===== src/rtl/shifter_pkg.sv =====
// Shared definitions for the pipelined barrel shifter: op codes, the per-stage
// control record and the helpers that map log-shifter levels onto pipeline stages.
package shifter_pkg;

  localparam logic [1:0] SHOP_SRL = 2'b00;
  localparam logic [1:0] SHOP_SRA = 2'b01;
  localparam logic [1:0] SHOP_SLL = 2'b10;
  localparam logic [1:0] SHOP_ROR = 2'b11;

  // Control part of a stage's payload. Fill is the SRA sign bit captured at the
  // input, so downstream levels never need to look back at the original MSB.
  typedef struct packed {
    logic [1:0] op;
    logic       fill;
  } stage_ctrl_t;

  // Stage that hosts log-shifter level k.
  function automatic int stage_of(input int k, input int pipe, input int levels);
    return (k * pipe) / levels;
  endfunction

  // Highest-numbered level that lands in stage s; its output feeds that stage's register.
  function automatic int last_level(input int s, input int pipe, input int levels);
    int last;
    last = 0;
    for (int k = 0; k < levels; k++) begin
      if (stage_of(k, pipe, levels) == s) last = k;
    end
    return last;
  endfunction

endpackage


===== src/rtl/pipelined_shifter_if.sv =====
// Request/response handshake bundle between operand select, the shifter and writeback.
interface pipelined_shifter_if #(
  parameter int WIDTH   = 32,
  parameter int TAG_W   = 4,
  parameter int SHAMT_W = $clog2(WIDTH)
);
  logic               in_valid;
  logic               in_ready;
  logic [WIDTH-1:0]   in_data;
  logic [1:0]         in_op;
  logic [SHAMT_W-1:0] in_shamt;
  logic [TAG_W-1:0]   in_tag;
  logic               out_valid;
  logic               out_ready;
  logic [WIDTH-1:0]   out_data;
  logic [TAG_W-1:0]   out_tag;

  // Requester / consumer side.
  modport master (
    output in_valid, in_data, in_op, in_shamt, in_tag, out_ready,
    input  in_ready, out_valid, out_data, out_tag
  );

  // Shifter side.
  modport slave (
    input  in_valid, in_data, in_op, in_shamt, in_tag, out_ready,
    output in_ready, out_valid, out_data, out_tag
  );
endinterface


===== src/rtl/pipelined_shifter_shift_level.sv =====
// One combinational level of the log shifter: shifts or rotates right/left by AMT
// when enabled, otherwise passes data through.
module shift_level
  import shifter_pkg::*;
#(
  parameter int WIDTH = 32,
  parameter int AMT   = 1
) (
  input  logic [WIDTH-1:0] data,
  input  logic [1:0]       op,
  input  logic             fill,
  input  logic             en,
  output logic [WIDTH-1:0] result
);

  // Select the shifted form of data for this level's fixed amount.
  always_comb begin
    // NOTE: result gets a default before the case so no path leaves it unassigned (no latch).
    result = data;
    if (en) begin
      case (op)
        SHOP_SRL, SHOP_SRA: result = {{AMT{fill}}, data[WIDTH-1:AMT]};
        SHOP_SLL:           result = {data[WIDTH-1-AMT:0], {AMT{1'b0}}};
        SHOP_ROR:           result = {data[AMT-1:0], data[WIDTH-1:AMT]};
      endcase
    end
  end

endmodule


===== src/rtl/pipelined_shifter.sv =====
// Pipelined barrel shifter: SHAMT_W log-shift levels spread over PIPE register
// stages, valid/ready handshake with backpressure, pass-through tag and flush.
module pipelined_shifter
  import shifter_pkg::*;
#(
  parameter int WIDTH   = 32,
  parameter int SHAMT_W = $clog2(WIDTH),
  parameter int PIPE    = 3,
  parameter int TAG_W   = 4
) (
  input logic               clk,
  input logic               rst_n,
  input logic               flush,
  pipelined_shifter_if.slave bus
);

  logic [PIPE-1:0]    valid_q;
  logic [PIPE-1:0]    adv;
  logic [PIPE-1:0]    src_valid;
  logic [WIDTH-1:0]   data_q    [PIPE];
  stage_ctrl_t        ctrl_q    [PIPE];
  logic [SHAMT_W-1:0] shamt_q   [PIPE];
  logic [TAG_W-1:0]   tag_q     [PIPE];
  logic [WIDTH-1:0]   src_data  [PIPE];
  stage_ctrl_t        src_ctrl  [PIPE];
  logic [SHAMT_W-1:0] src_shamt [PIPE];
  logic [TAG_W-1:0]   src_tag   [PIPE];
  logic [WIDTH-1:0]   stage_d   [PIPE];
  logic [WIDTH-1:0]   lvl_out   [SHAMT_W];

  // Each stage's source is the input port (stage 0) or the previous stage register.
  always_comb begin
    src_valid[0] = bus.in_valid;
    src_data[0]  = bus.in_data;
    src_ctrl[0]  = '{op: bus.in_op, fill: (bus.in_op == SHOP_SRA) && bus.in_data[WIDTH-1]};
    src_shamt[0] = bus.in_shamt;
    src_tag[0]   = bus.in_tag;
    for (int s = 1; s < PIPE; s++) begin
      src_valid[s] = valid_q[s-1];
      src_data[s]  = data_q[s-1];
      src_ctrl[s]  = ctrl_q[s-1];
      src_shamt[s] = shamt_q[s-1];
      src_tag[s]   = tag_q[s-1];
    end
  end

  // Stage s may load when the consumer takes the result or any stage from s onward is
  // empty; this is the unrolled form of "empty or next stage advances".
  always_comb begin
    for (int s = 0; s < PIPE; s++) begin
      logic hole;
      hole = bus.out_ready;
      for (int j = s; j < PIPE; j++) hole = hole | !valid_q[j];
      adv[s] = hole;
    end
  end

  // Log-shifter levels, each wired into the stage that hosts it.
  for (genvar k = 0; k < SHAMT_W; k++) begin : g_level
    localparam int  ST    = stage_of(k, PIPE, SHAMT_W);
    localparam bit  FIRST = (k == 0) ? 1'b1 : (stage_of(k - 1, PIPE, SHAMT_W) != ST);
    logic [WIDTH-1:0] lvl_in;

    if (FIRST) begin : g_first
      assign lvl_in = src_data[ST];
    end else begin : g_chain
      assign lvl_in = lvl_out[k-1];
    end

    shift_level #(.WIDTH(WIDTH), .AMT(1 << k)) u_level (
      .data   (lvl_in),
      .op     (src_ctrl[ST].op),
      .fill   (src_ctrl[ST].fill),
      .en     (src_shamt[ST][k]),
      .result (lvl_out[k])
    );
  end

  for (genvar s = 0; s < PIPE; s++) begin : g_stage_d
    assign stage_d[s] = lvl_out[last_level(s, PIPE, SHAMT_W)];
  end

  // Stage registers: flush kills every valid bit, stalled stages hold, payload loads with valid.
  // NOTE: state registers use non-blocking assignments so every stage samples pre-edge values.
  always_ff @(posedge clk or negedge rst_n) begin
    if (!rst_n) begin
      // NOTE: payload registers are reset too, so out_data/out_tag read zero out of reset.
      for (int s = 0; s < PIPE; s++) begin
        valid_q[s] <= 1'b0;
        data_q[s]  <= '0;
        ctrl_q[s]  <= '0;
        shamt_q[s] <= '0;
        tag_q[s]   <= '0;
      end
    end else begin
      for (int s = 0; s < PIPE; s++) begin
        if (flush) begin
          valid_q[s] <= 1'b0;
        end else if (adv[s]) begin
          valid_q[s] <= src_valid[s];
          if (src_valid[s]) begin
            data_q[s]  <= stage_d[s];
            ctrl_q[s]  <= src_ctrl[s];
            shamt_q[s] <= src_shamt[s];
            tag_q[s]   <= src_tag[s];
          end
        end
      end
    end
  end

  assign bus.in_ready  = adv[0];
  assign bus.out_valid = valid_q[PIPE-1];
  assign bus.out_data  = data_q[PIPE-1];
  assign bus.out_tag   = tag_q[PIPE-1];

endmodule

===== src/flat_wrapper.sv =====
// flat-port wrapper written by rule: the top's interface ports become plain ports
module pipelined_shifter_flat import shifter_pkg::*;
#(
  parameter int WIDTH   = 32,
  parameter int SHAMT_W = $clog2(WIDTH),
  parameter int PIPE    = 3,
  parameter int TAG_W   = 4
)
  (clk, rst_n, flush, bus_in_valid, bus_in_data, bus_in_op, bus_in_shamt, bus_in_tag, bus_out_ready, bus_in_ready, bus_out_valid, bus_out_data, bus_out_tag);
  pipelined_shifter_if #(.WIDTH(WIDTH), .TAG_W(TAG_W), .SHAMT_W(SHAMT_W)) bus_i ();
  input logic clk;
  input logic rst_n;
  input logic flush;
  input wire logic [$bits(bus_i.in_valid)-1:0] bus_in_valid;
  input wire logic [$bits(bus_i.in_data)-1:0] bus_in_data;
  input wire logic [$bits(bus_i.in_op)-1:0] bus_in_op;
  input wire logic [$bits(bus_i.in_shamt)-1:0] bus_in_shamt;
  input wire logic [$bits(bus_i.in_tag)-1:0] bus_in_tag;
  input wire logic [$bits(bus_i.out_ready)-1:0] bus_out_ready;
  output wire logic [$bits(bus_i.in_ready)-1:0] bus_in_ready;
  output wire logic [$bits(bus_i.out_valid)-1:0] bus_out_valid;
  output wire logic [$bits(bus_i.out_data)-1:0] bus_out_data;
  output wire logic [$bits(bus_i.out_tag)-1:0] bus_out_tag;
  assign bus_i.in_valid = bus_in_valid;
  assign bus_i.in_data = bus_in_data;
  assign bus_i.in_op = bus_in_op;
  assign bus_i.in_shamt = bus_in_shamt;
  assign bus_i.in_tag = bus_in_tag;
  assign bus_i.out_ready = bus_out_ready;
  assign bus_in_ready = bus_i.in_ready;
  assign bus_out_valid = bus_i.out_valid;
  assign bus_out_data = bus_i.out_data;
  assign bus_out_tag = bus_i.out_tag;
  pipelined_shifter #(.WIDTH(WIDTH), .SHAMT_W(SHAMT_W), .PIPE(PIPE), .TAG_W(TAG_W)) u_core (.clk(clk), .rst_n(rst_n), .flush(flush), .bus(bus_i));
endmodule

===== config.mk =====
export PLATFORM = sky130hd
export DESIGN_NAME = pipelined_shifter_flat
export DESIGN_NICKNAME = d
export VERILOG_FILES = /design/src/rtl/shifter_pkg.sv /design/src/rtl/pipelined_shifter_if.sv /design/src/rtl/pipelined_shifter_shift_level.sv /design/src/rtl/pipelined_shifter.sv /design/src/flat_wrapper.sv
export SDC_FILE = /design/constraint.sdc
export NUM_CORES = 1
export LEC_CHECK = 0
export ABC_AREA = 1
export CORE_MARGIN = 3
export CORE_UTILIZATION = 44
export CTS_CLUSTER_DIAMETER = 150
export DETAILED_ROUTE_END_ITERATION = 8
export PLACE_DENSITY = 0.75
export SLEW_MARGIN = 20
export SYNTH_ARGS = -nofsm -noshare
export SYNTH_HDL_FRONTEND = slang
export SYNTH_SLANG_ARGS = --single-unit

===== constraint.sdc =====
create_clock -name clk -period 1.4 [get_ports clk]
set_clock_uncertainty 0.05 [all_clocks]
set_input_delay 0.14 -clock clk [delete_from_list [all_inputs] [get_ports clk]]
set_output_delay 0.14 -clock clk [all_outputs]
set_load 0.01 [all_outputs]

==> results.md <==
- Hold Fails Final Rpt: 0
- Synth top area cells: dfrtp_1 (39%), nand2_1 (19%), nand3_1 (16%)
- Worst vdd ir: 0.9414 mV
- Hold Path Stages: 4
- Pwr Density: 1330 nW/um^2
- CP Cell Sequence: inv_2 > nor2_4 > buf_4 > nor2_4 > buf_6 > buf_6 > nand3_1 > a31oi_1
- Syn Nets: 1,178
- I/O Pins: 86
- Setup_tns: -4454 ps
- Ys Warns: 0
- Sequential area share after synthesis: 39.03%
- HPWL after DPL: 16,880 um
- Switching pwr: 0.005088 W
- Clock Tree Buf Depth: 2
- Fmax: 628.4 MHz
- Ant. Diodes: 0
- Slew Viols, Final: 0
- GP Congestion: 0.9368
- Slew headroom: 73.90%
- WP data arrival: 1880 ps
- Worst reg-to-reg path cell count: 8
- GRT Util Overall: 24.04%
- Power share of the clock group: 32.8%
- Most common cell after layout, fill and taps aside: nand2_1
- Logic pwr share: 33.3%
- Detail Route Antenna Nets: 0
- Crit path max-delay family: buffers and inverters
- Outcome: finished, violations left
- P_int: 0.009582 W
- Die width: 138.8 um
- Pre-CTS setup slack: -443.7 ps
- Wire per inst: 17.04 um
- Startpoint class of the critical path: flip-flop
- CTS Buf Count: 17
- Setup WS post-layout: -191.3 ps
- CP max-delay cell: dfrtp_2
- Worst-margin pin slew: 391.5 ps
- DRC Markers: 0
- Synthesized instance count: 1,130
- Core box area: 16,940 um^2
- Initial antenna violation count: 0
- Total gr overflow: 0
- Cell Area, Synth: 7759 um^2
- Worst R2R Start: u_core.ctrl_q[8]
- Final Core Density: 65.10%
- Reg2Reg Setup Slack: -190 ps
- Filler cells: 1,453
- Net count, final: 1,329
- Via count: 8,579
- Port Buffers: 85
- Area grow syn2layout: 42.11%
- CP max stage delay: 450 ps
- RSZ-0062 raised after global routing: true
- Cell Area, Placed: 9344 um^2
- Failing checks: negative setup slack
- R2r endpoint: u_core.g_level[4].lvl_in[11]
- Final Cell Area: 11,030 um^2
- WP buf/inv: 4
- Crit path max fanout: 6
- Footprint of the multi-input gates: 4574 um^2
- CTS tree: built
- Number of global-route vias before repair: 7,586
- Hold Crit Start: bus_in_op[0]
- Clock-pin slew on the worst setup and hold paths: 50 ps
- Post-synth cell types: 28
- Row count: 47
- Share of cells above drive strength 1: 25.35%
- Largest net degree at the start of global routing: 75
- Tot Pwr: 0.01467 W
- Crit. End Element: flip-flop
- Number of H-tree levels: 4
- Initial DRC count: 896
- Via density: 5.666
- Starting Density: 45.81%
- Top cell type by total area after synthesis: dfrtp_1
- Seq pwr share: 33.9%
- Synth Area per Inst: 6.866 um^2
- Die H: 138.8 um
- Yosys top cell area share: 39.03%
- Global-route wire length before repair: 38,250 um
- LEAKAGE: 5.358 nW
- Root Buffer: clkbuf_16
- Drt pass-1 iters: 6
- Final Cycle Share: 113.7%
- Hold WC Path Type: in2reg
- Die ar.: 19,260 um^2
- Type of the worst setup path: reg2reg
- Total of max-cap violations: 0
- WP data required: 1690 ps
- Hold Crit Endpoint: u_core.ctrl_q[7]
- FF+latch count, synth: 121
- Sequential cell area: 3032 um^2
- Worst skew pair latency: 430 ps
- Switching share of total power: 34.68%
- CTS Sinks: 121
- Most frequent cells in the layout: nand2_1 (332), nand3_1 (219), dfrtp_1 (118)
- Aggregate routed wire length: 25,810 um
- Setup violators final: 60
- Min cycle time layout: 1591 ps
## worst min-delay path, cell delays in order
cell	delay, ps
dlymetal6s2s_1	180
inv_2	80
buf_4	130
o21ai_0	80
## cell families (layout without fill, tap and decap cells)
| group | Yosys count | in the layout | share of synthesized area, % |
|---|---|---|---|
| AO/OA/AOI/OAI | 131 | 131 | 9.773 |
| AND/OR/NAND/NOR | 740 | 740 | 42.59 |
| flip-flops | 121 | 121 | 39.03 |
| buffers and inverters | 138 | 302 | 8.612 |
## worst max path at each step
stage / start / endpoint / slack, ps / depth (start not counted)
6_report: u_core.ctrl_q[8] / u_core.g_level[4].lvl_in[11] / -190 / 8
5_1_grt: u_core.ctrl_q[8] / u_core.g_level[4].lvl_in[29] / -260 / 9
4_1_cts: u_core.ctrl_q[7] / u_core.g_level[4].lvl_in[9] / -120 / 9
3_5_place_dp: bus_in_op[1] / u_core.g_level[2].lvl_in[5] / -440 / 10
3_3_place_gp: bus_in_op[1] / u_core.g_level[2].lvl_in[5] / -400 / 10
2_1_floorplan: u_core.ctrl_q[7] / u_core.g_level[4].lvl_in[26] / 20 / 10
## per-layer routing
metal	vias to the layer above	global-route usage, %	part of all wire (%)
met4	0	10.87	4.6
met2	440	37.38	47
li1	4048	-	-
met5	-	0	0
met3	89	4.690	7.3
met1	4002	32.62	41
## sequential cells by signal (all words and copies together) (netlist names)
register               cells
u_core.bus.out_data       32
u_core.ctrl_q              6
u_core.src_tag             8
u_core.g_level.lvl_in     64
u_core.shamt_q             4
u_core.valid_q             3
u_core.bus.out_tag         4
## per-stage QoR
step	cells	hold WS, ps
after floorplan	1130	-205.6
after global placement	1450	101.5
after detailed placement	1450	99.23
after CTS	1487	189.1
after global routing	1514	178.5
final	1514	177.5
## cells in the mapped netlist
library cell and instances:
a22oi_1 4, o21ai_0 49, a21oi_1 28, nor2_8 1, nor2_1 44, buf_2 24, o21ai_2 3, clkbuf_1 18
nand3_1 248, nand2_1 392, a21oi_2 2, buf_4 14, inv_2 8, dfrtp_1 121, buf_1 8, nand4_1 1
nand3_2 14, buf_6 9, o211ai_1 24, nor2_2 1, o21ai_1 10, or2_1 7, nor2_4 2, inv_1 57
or2_2 27, nand2_2 2, a31oi_1 11, and2_1 1
## area by class of cell
cell class	instances	area share [%]
inverters	65	2.372
well taps	220	2.497
clock inverters	12	1.702
clock buffers	20	4.233
repair inverters	1	0.1021
repair buffers	204	20.11
multi-input cells	871	41.49
flip-flops and latches	121	27.50
## timing repair
action	4_1_cts	5_1_grt
hold buffers	1	0
cloned	1	15
endpoints found under the setup margin	74	77
gates resized for setup	78	151
pin swaps	3	56
buffers inserted	3	12
hold endpoints to repair	121	0
## power groups by stage
stage                     registers (W)  logic [W]  clock network, W
after global placement          0.00494    0.00439                 0
after floorplan                 0.00498    0.00239                 0
final                           0.00498    0.00489           0.00481
after CTS                       0.00490    0.00433           0.00485
after detailed placement        0.00497    0.00444                 0
after global routing            0.00507    0.00535           0.00504
No activity file was read; power rests on OpenSTA's default activity.
